## src/rtl/ascon_bdi_sequencer_pkg.sv

```systemverilog
// Shared encodings for the Ascon bdi sequencer:
// segment types, operation codes and FSM states.
package ascon_bdi_sequencer_pkg;

  localparam logic [3:0] D_NULL  = 4'h0;
  localparam logic [3:0] D_NONCE = 4'h1;
  localparam logic [3:0] D_AD    = 4'h2;
  localparam logic [3:0] D_PTCT  = 4'h3;
  localparam logic [3:0] D_TAG   = 4'h4;
  localparam logic [3:0] D_HASH  = 4'h5;

  localparam logic [1:0] OP_ENC  = 2'd0;
  localparam logic [1:0] OP_DEC  = 2'd1;
  localparam logic [1:0] OP_HASH = 2'd2;

  typedef enum logic [2:0] {
    IDLE,
    KEY,
    NONCE,
    AD,
    MSG,
    TAG
  } state_t;

  function automatic logic cmd_illegal(
    input logic [1:0] op,
    input logic       ad_zero
  );
    return (op == 2'd3) || (op == OP_HASH && ad_zero);
  endfunction

endpackage

```

## src/rtl/ascon_seg_counter.sv

```systemverilog
// Loadable segment word counter.
// last is high on the final word of a non-empty segment.
module ascon_seg_counter #(
  parameter int LEN_W = 8
) (
  input  logic             clk,
  input  logic             rst_n,
  input  logic             clr,
  input  logic             inc,
  input  logic [LEN_W-1:0] len,
  output logic [LEN_W-1:0] cnt,
  output logic             last
);

  always_ff @(posedge clk or negedge rst_n) begin
    if (!rst_n) begin
      cnt <= '0;
    end else if (clr) begin
      cnt <= '0;
    end else if (inc) begin
      cnt <= cnt + LEN_W'(1);
    end
  end

  assign last = (len != '0) && (cnt == len - LEN_W'(1));

endmodule

```

## src/rtl/ascon_bdi_sequencer.sv

```systemverilog
// Host-side sequencer feeding key/bdi streams to the
// Ascon core in key, nonce, AD, PT/CT, tag order.
module ascon_bdi_sequencer
  import ascon_bdi_sequencer_pkg::*;
#(
  parameter int LEN_W = 8
) (
  input  logic             clk,
  input  logic             rst_n,
  input  logic             cmd_valid,
  output logic             cmd_ready,
  input  logic [1:0]       cmd_op,
  input  logic             cmd_new_key,
  input  logic [LEN_W-1:0] cmd_ad_words,
  input  logic [LEN_W-1:0] cmd_msg_words,
  input  logic [31:0]      kin,
  input  logic             kin_valid,
  output logic             kin_ready,
  input  logic [31:0]      din,
  input  logic             din_valid,
  output logic             din_ready,
  output logic [31:0]      key,
  output logic             key_valid,
  input  logic             key_ready,
  output logic [31:0]      bdi,
  output logic             bdi_valid,
  input  logic             bdi_ready,
  output logic [3:0]       bdi_type,
  output logic             bdi_eot,
  output logic             bdi_eoi,
  output logic             decrypt,
  output logic             hash,
  output logic             done,
  output logic             cmd_err
);

  localparam logic [LEN_W-1:0] BLK = LEN_W'(4);

  state_t           state;
  state_t           nxt;
  logic             dec_q;
  logic             hash_q;
  logic [LEN_W-1:0] ad_q;
  logic [LEN_W-1:0] msg_q;
  logic             done_q;
  logic             err_q;
  logic [LEN_W-1:0] len;
  logic [LEN_W-1:0] wcnt;
  logic             last;
  logic             in_bdi;
  logic             illegal;
  logic             accept;
  logic             xfer;
  logic             seg_end;
  logic             finish;

  assign illegal = cmd_illegal(cmd_op, cmd_ad_words == '0);
  assign accept  = (state == IDLE) && cmd_valid && !illegal;
  assign in_bdi  = (state == NONCE) || (state == AD) ||
                   (state == MSG) || (state == TAG);
  assign xfer    = (state == KEY) ? (kin_valid && key_ready)
                                  : (in_bdi && din_valid && bdi_ready);
  assign seg_end = xfer && last;

  always_comb begin
    len = '0;
    unique case (state)
      KEY, NONCE, TAG: len = BLK;
      AD:              len = ad_q;
      MSG:             len = msg_q;
      default:         len = '0;
    endcase
  end

  ascon_seg_counter #(
    .LEN_W (LEN_W)
  ) u_cnt (
    .clk   (clk),
    .rst_n (rst_n),
    .clr   (accept || seg_end),
    .inc   (xfer),
    .len   (len),
    .cnt   (wcnt),
    .last  (last)
  );

  always_comb begin
    nxt      = state;
    finish   = 1'b0;
    bdi_type = D_NULL;
    bdi_eot  = 1'b0;
    bdi_eoi  = 1'b0;
    unique case (state)
      IDLE: begin
        if (accept) begin
          if (cmd_op == OP_HASH) nxt = AD;
          else if (cmd_new_key)  nxt = KEY;
          else                   nxt = NONCE;
        end
      end
      KEY: begin
        if (seg_end) nxt = NONCE;
      end
      NONCE: begin
        bdi_type = D_NONCE;
        bdi_eot  = last;
        bdi_eoi  = last && ad_q == '0 && msg_q == '0;
        if (seg_end) begin
          if (ad_q != '0)       nxt = AD;
          else if (msg_q != '0) nxt = MSG;
          else if (dec_q)       nxt = TAG;
          else                  finish = 1'b1;
        end
      end
      AD: begin
        bdi_type = D_AD;
        bdi_eot  = last;
        bdi_eoi  = last && (hash_q || msg_q == '0);
        if (seg_end) begin
          if (hash_q)           finish = 1'b1;
          else if (msg_q != '0) nxt = MSG;
          else if (dec_q)       nxt = TAG;
          else                  finish = 1'b1;
        end
      end
      MSG: begin
        bdi_type = D_PTCT;
        bdi_eot  = last;
        bdi_eoi  = last;
        if (seg_end) begin
          if (dec_q) nxt = TAG;
          else       finish = 1'b1;
        end
      end
      TAG: begin
        bdi_type = D_TAG;
        bdi_eot  = last;
        if (seg_end) finish = 1'b1;
      end
      default: nxt = IDLE;
    endcase
    if (finish) nxt = IDLE;
  end

  always_ff @(posedge clk or negedge rst_n) begin
    if (!rst_n) begin
      state  <= IDLE;
      dec_q  <= 1'b0;
      hash_q <= 1'b0;
      ad_q   <= '0;
      msg_q  <= '0;
      done_q <= 1'b0;
      err_q  <= 1'b0;
    end else begin
      state  <= nxt;
      done_q <= finish;
      err_q  <= (state == IDLE) && cmd_valid && illegal;
      if (accept) begin
        dec_q  <= (cmd_op == OP_DEC);
        hash_q <= (cmd_op == OP_HASH);
        ad_q   <= cmd_ad_words;
        msg_q  <= cmd_msg_words;
      end
    end
  end

  assign cmd_ready = (state == IDLE);
  assign key       = kin;
  assign key_valid = (state == KEY) && kin_valid;
  assign kin_ready = (state == KEY) && key_ready;
  assign bdi       = din;
  assign bdi_valid = in_bdi && din_valid;
  assign din_ready = in_bdi && bdi_ready;
  assign decrypt   = dec_q;
  assign hash      = hash_q;
  assign done      = done_q;
  assign cmd_err   = err_q;

endmodule

```

## config.mk

```make
export PLATFORM = sky130hd
export DESIGN_NAME = ascon_bdi_sequencer
export DESIGN_NICKNAME = d
export VERILOG_FILES = /design/src/rtl/ascon_bdi_sequencer_pkg.sv /design/src/rtl/ascon_seg_counter.sv /design/src/rtl/ascon_bdi_sequencer.sv
export SDC_FILE = /design/constraint.sdc
export NUM_CORES = 1
export LEC_CHECK = 0
export BUFFER_PORTS_ARGS = -buffer_cell sky130_fd_sc_hd__buf_2
export CAP_MARGIN = 40
export CORE_MARGIN = 10
export CORE_UTILIZATION = 40
export DETAILED_ROUTE_END_ITERATION = 8
export PLACE_DENSITY = 0.76
export SKIP_LAST_GASP = 1
export SLEW_MARGIN = 20
export SYNTH_ARGS = -nofsm -noshare
export SYNTH_HDL_FRONTEND = slang
export SYNTH_SLANG_ARGS = --single-unit
```

## constraint.sdc

```tcl
create_clock -name clk -period 3.5 [get_ports clk]
set_input_delay 0.525 -clock clk [delete_from_list [all_inputs] [get_ports clk]]
set_output_delay 0.525 -clock clk [all_outputs]
set_load 0.01 [all_outputs]
```

==> flow_metrics.env <==
export IMPL_status="finished, final reports clean"
export IMPL_initial_core_util=0.413
export IMPL_synthCells=323
export IMPL_setup_tns_ps=0
export IMPL_yosysTopAreaCell="dfrtp_1"
export IMPL_power_density_nw_per_um2=834
export IMPL_fin_crit_ps=3390
export IMPL_dp_cells=365
export IMPL_critPathMaxFanout=6
export IMPL_slew_viol_final=0
export IMPL_viasPerCell=5.52
export IMPL_clkLatencyLatePin_ps=290
export IMPL_clkTransAtPathRegs_ps=70
export IMPL_cts_sinks=31
export IMPL_rsz0062_at_grt="yes"
export IMPL_ys_ff_latch=31
export IMPL_antenna_found_initial=0
export IMPL_n_antenna_cell=0
export IMPL_max_freq_mhz=295
export IMPL_ios=169
export IMPL_yosysUniqueCellTypes=52
export IMPL_synth_flop_cell="dfrtp_1"
export IMPL_worstSetupPathType="flip-flop to output pin"
export IMPL_synth_area_leaders="dfrtp_1 (29%), buf_4 (19%), nand2_1 (8.7%)"
export IMPL_wl_per_cell_um=17.1
export IMPL_synth_simple_gate_area_share=0.273
export IMPL_wl_um=6550
export IMPL_power_total_mw=2.22
export IMPL_grt_total_usage=0.127
export IMPL_dieWidth_um=101
export IMPL_grt_max_degree=32
export IMPL_grt_pass1_vias=2133
export IMPL_final_nets=398
export IMPL_synth_xor_area_frac=0.0332
export IMPL_timing_final_crit_share=0.968
export IMPL_ant_nets=0
export IMPL_final_area_um2=2660
export IMPL_cap_violations=0
export IMPL_tightest_slew_ps=696
export IMPL_hold_ws_ps=277
export IMPL_clockRootBuffer="clkbuf_8"
export IMPL_syn_area_um2=2640
export IMPL_gr_total_overflow=0
export IMPL_finalHoldViolCount=0
export IMPL_layout_drive_gt1_share=0.293
export IMPL_dpl_instance_area_um2=2400
export IMPL_vias=2118
export IMPL_drtIter0Drc=179
export IMPL_portBuffers=39
export IMPL_mostFrequentLayoutCell="nand2_1"
export IMPL_syn_avg_cell_area_um2=8.16
export IMPL_setup_ws_ps=112
export IMPL_die_area_um2=10200
export IMPL_clockBufferDepth=2
export IMPL_htreeDepth=2
export IMPL_synth_warning_count=0
export IMPL_final_core_util=0.417
export IMPL_skew_ps=6.10
export IMPL_cp_end_kind="output pin"
export IMPL_core_area_um2=6390
export IMPL_arrival_ps=2860
export IMPL_area_growth_synth_to_final_pct=0.949
export IMPL_drc_errors=0
export IMPL_grt_pass1_wl_um=10800
export IMPL_syn_num_nets=415
export IMPL_pre_cts_ws_ps=89.1
export IMPL_required_ps=2970
export IMPL_cts_buffers=5
export IMPL_async_reset_ff_frac=1.00
export IMPL_hold_class="input port to asynchronous set/reset pin"
export IMPL_gp_congestion=0.842
export IMPL_setup_viol=0
export IMPL_slew_headroom=0.536
export IMPL_vdd_drop_max_mv=0.347
export IMPL_cts_tree="done"
export IMPL_synth_compound_area_frac=0.164
export IMPL_fp_dieH_um=101
export IMPL_post_dp_hpwl_um=4960
export IMPL_mostFrequentLayoutCells="nand2_1 (61), buf_2 (39), dfrtp_1 (30), buf_4 (17), a21oi_1 (15)"
export IMPL_synth_top_family_by_area="simple AND/OR/NAND/NOR gates"
export IMPL_synthDominantCellAreaShare=0.294
export IMPL_synthAdderAreaFrac=0.00949
export IMPL_dr_pass1_iters=4
export IMPL_num_rows=29
export IMPL_leakage_nw=1.24
export IMPL_cp_start_kind="flip-flop"
export IMPL_seq_area_frac_synth=0.294
export IMPL_stdcell_count=384
export IMPL_synth_edff_count=0
export IMPL_synth_area_mux_share=0.00380
-- metal layers --
layer	track usage	vias to the layer above	routed length, µm
li1	-	1022	-
met2	0.197	71	3030
met5	0	-	0
met1	0.151	999	2720
met3	0.0579	26	680
met4	0.0472	0	129
-- timing repair --
action,CTS,global route
setup endpoints to repair,2,2
hold buffers,0,0
pin swaps,1,5
buffers inserted,1,10
gates resized for setup,4,5
-- logic make-up (layout without fill, tap and decap cells) --
group / Yosys count / in the layout
multiplexers: 1 / 1
adder cells (fa/ha/maj): 2 / 2
flip-flops: 31 / 31
XOR/XNOR: 10 / 10
buffers and inverters: 84 / 68
AND/OR/NAND/NOR: 139 / 139
other: 1 / 1
AO/OA/AOI/OAI: 55 / 55
-- report_power, final --
part,switching [mW],total (mW),internal [mW]
combinational,0.653,1.15,0.499
clock,0.142,0.427,0.285
sequential,0.150,0.640,0.490
total,0.945,2.22,1.27
-- final cells by class --
cell class,instances,area [µm²]
flip-flops and latches,31,777
fillers,642,3720
clock inverters,2,60.1
inverters,4,15.0
well taps,77,96.3
repair buffers,56,323
multi-input cells,208,1320
clock buffers,6,72.6
-- critical path, stage by stage, from the launching register on --
cell and delay [ps]:
dfrtp_2 440, nor3b_4 180, a22oi_2 210, ha_2 250
inv_2 40, a221o_1 320, nor4_4 210, xnor2_2 130
a2111oi_4 350, nand3_2 160, nor2_1 140, buf_2 140
-- path summary, 6_finish.rpt --
path	startpoint	end	slack, ps	cells after the start
worst max-delay path	state[2]	bdi_eoi	110	11
worst min-delay path	rst_n	u_cnt.cnt[1]	280	1
worst max register to register	state[2]	state[0]	320	12
worst min register to register	ad_q[7]	ad_q[7]	510	2
max in group asynchronous	rst_n	state[2]	2730	1
min in group clk	cmd_msg_words[4]	msg_q[4]	430	3
-- cells in the mapped netlist (2+ instances only) --
cell        n
xnor2_1     7
nand4_1     2
a21oi_1    15
o31ai_2     3
nand2_1    61
ha_1        2
a221o_1     3
nor3b_1     2
nor4_1      4
buf_6       2
a22o_1      4
a22o_2      3
and3_1      4
clkbuf_1   10
nor2_1     14
inv_1       4
a31o_2      2
buf_4      67
nor4b_1     2
o21ai_0     8
a2111oi_0   2
or3_1       3
and2_1      5
or2_2       5
nor2b_1     4
or4_1       5
xor2_1      3
a22oi_1     6
dfrtp_1    31
a211oi_1    2
nor3_1      5
nand3_1    13
-- state kept, by name (all words and copies together), names as in the netlist --
register / flops
hash: 1
decrypt: 1
msg_q: 8
done: 1
state: 3
ad_q: 8
u_cnt.cnt: 8
cmd_err: 1
Power figures use the tool's default switching activity.
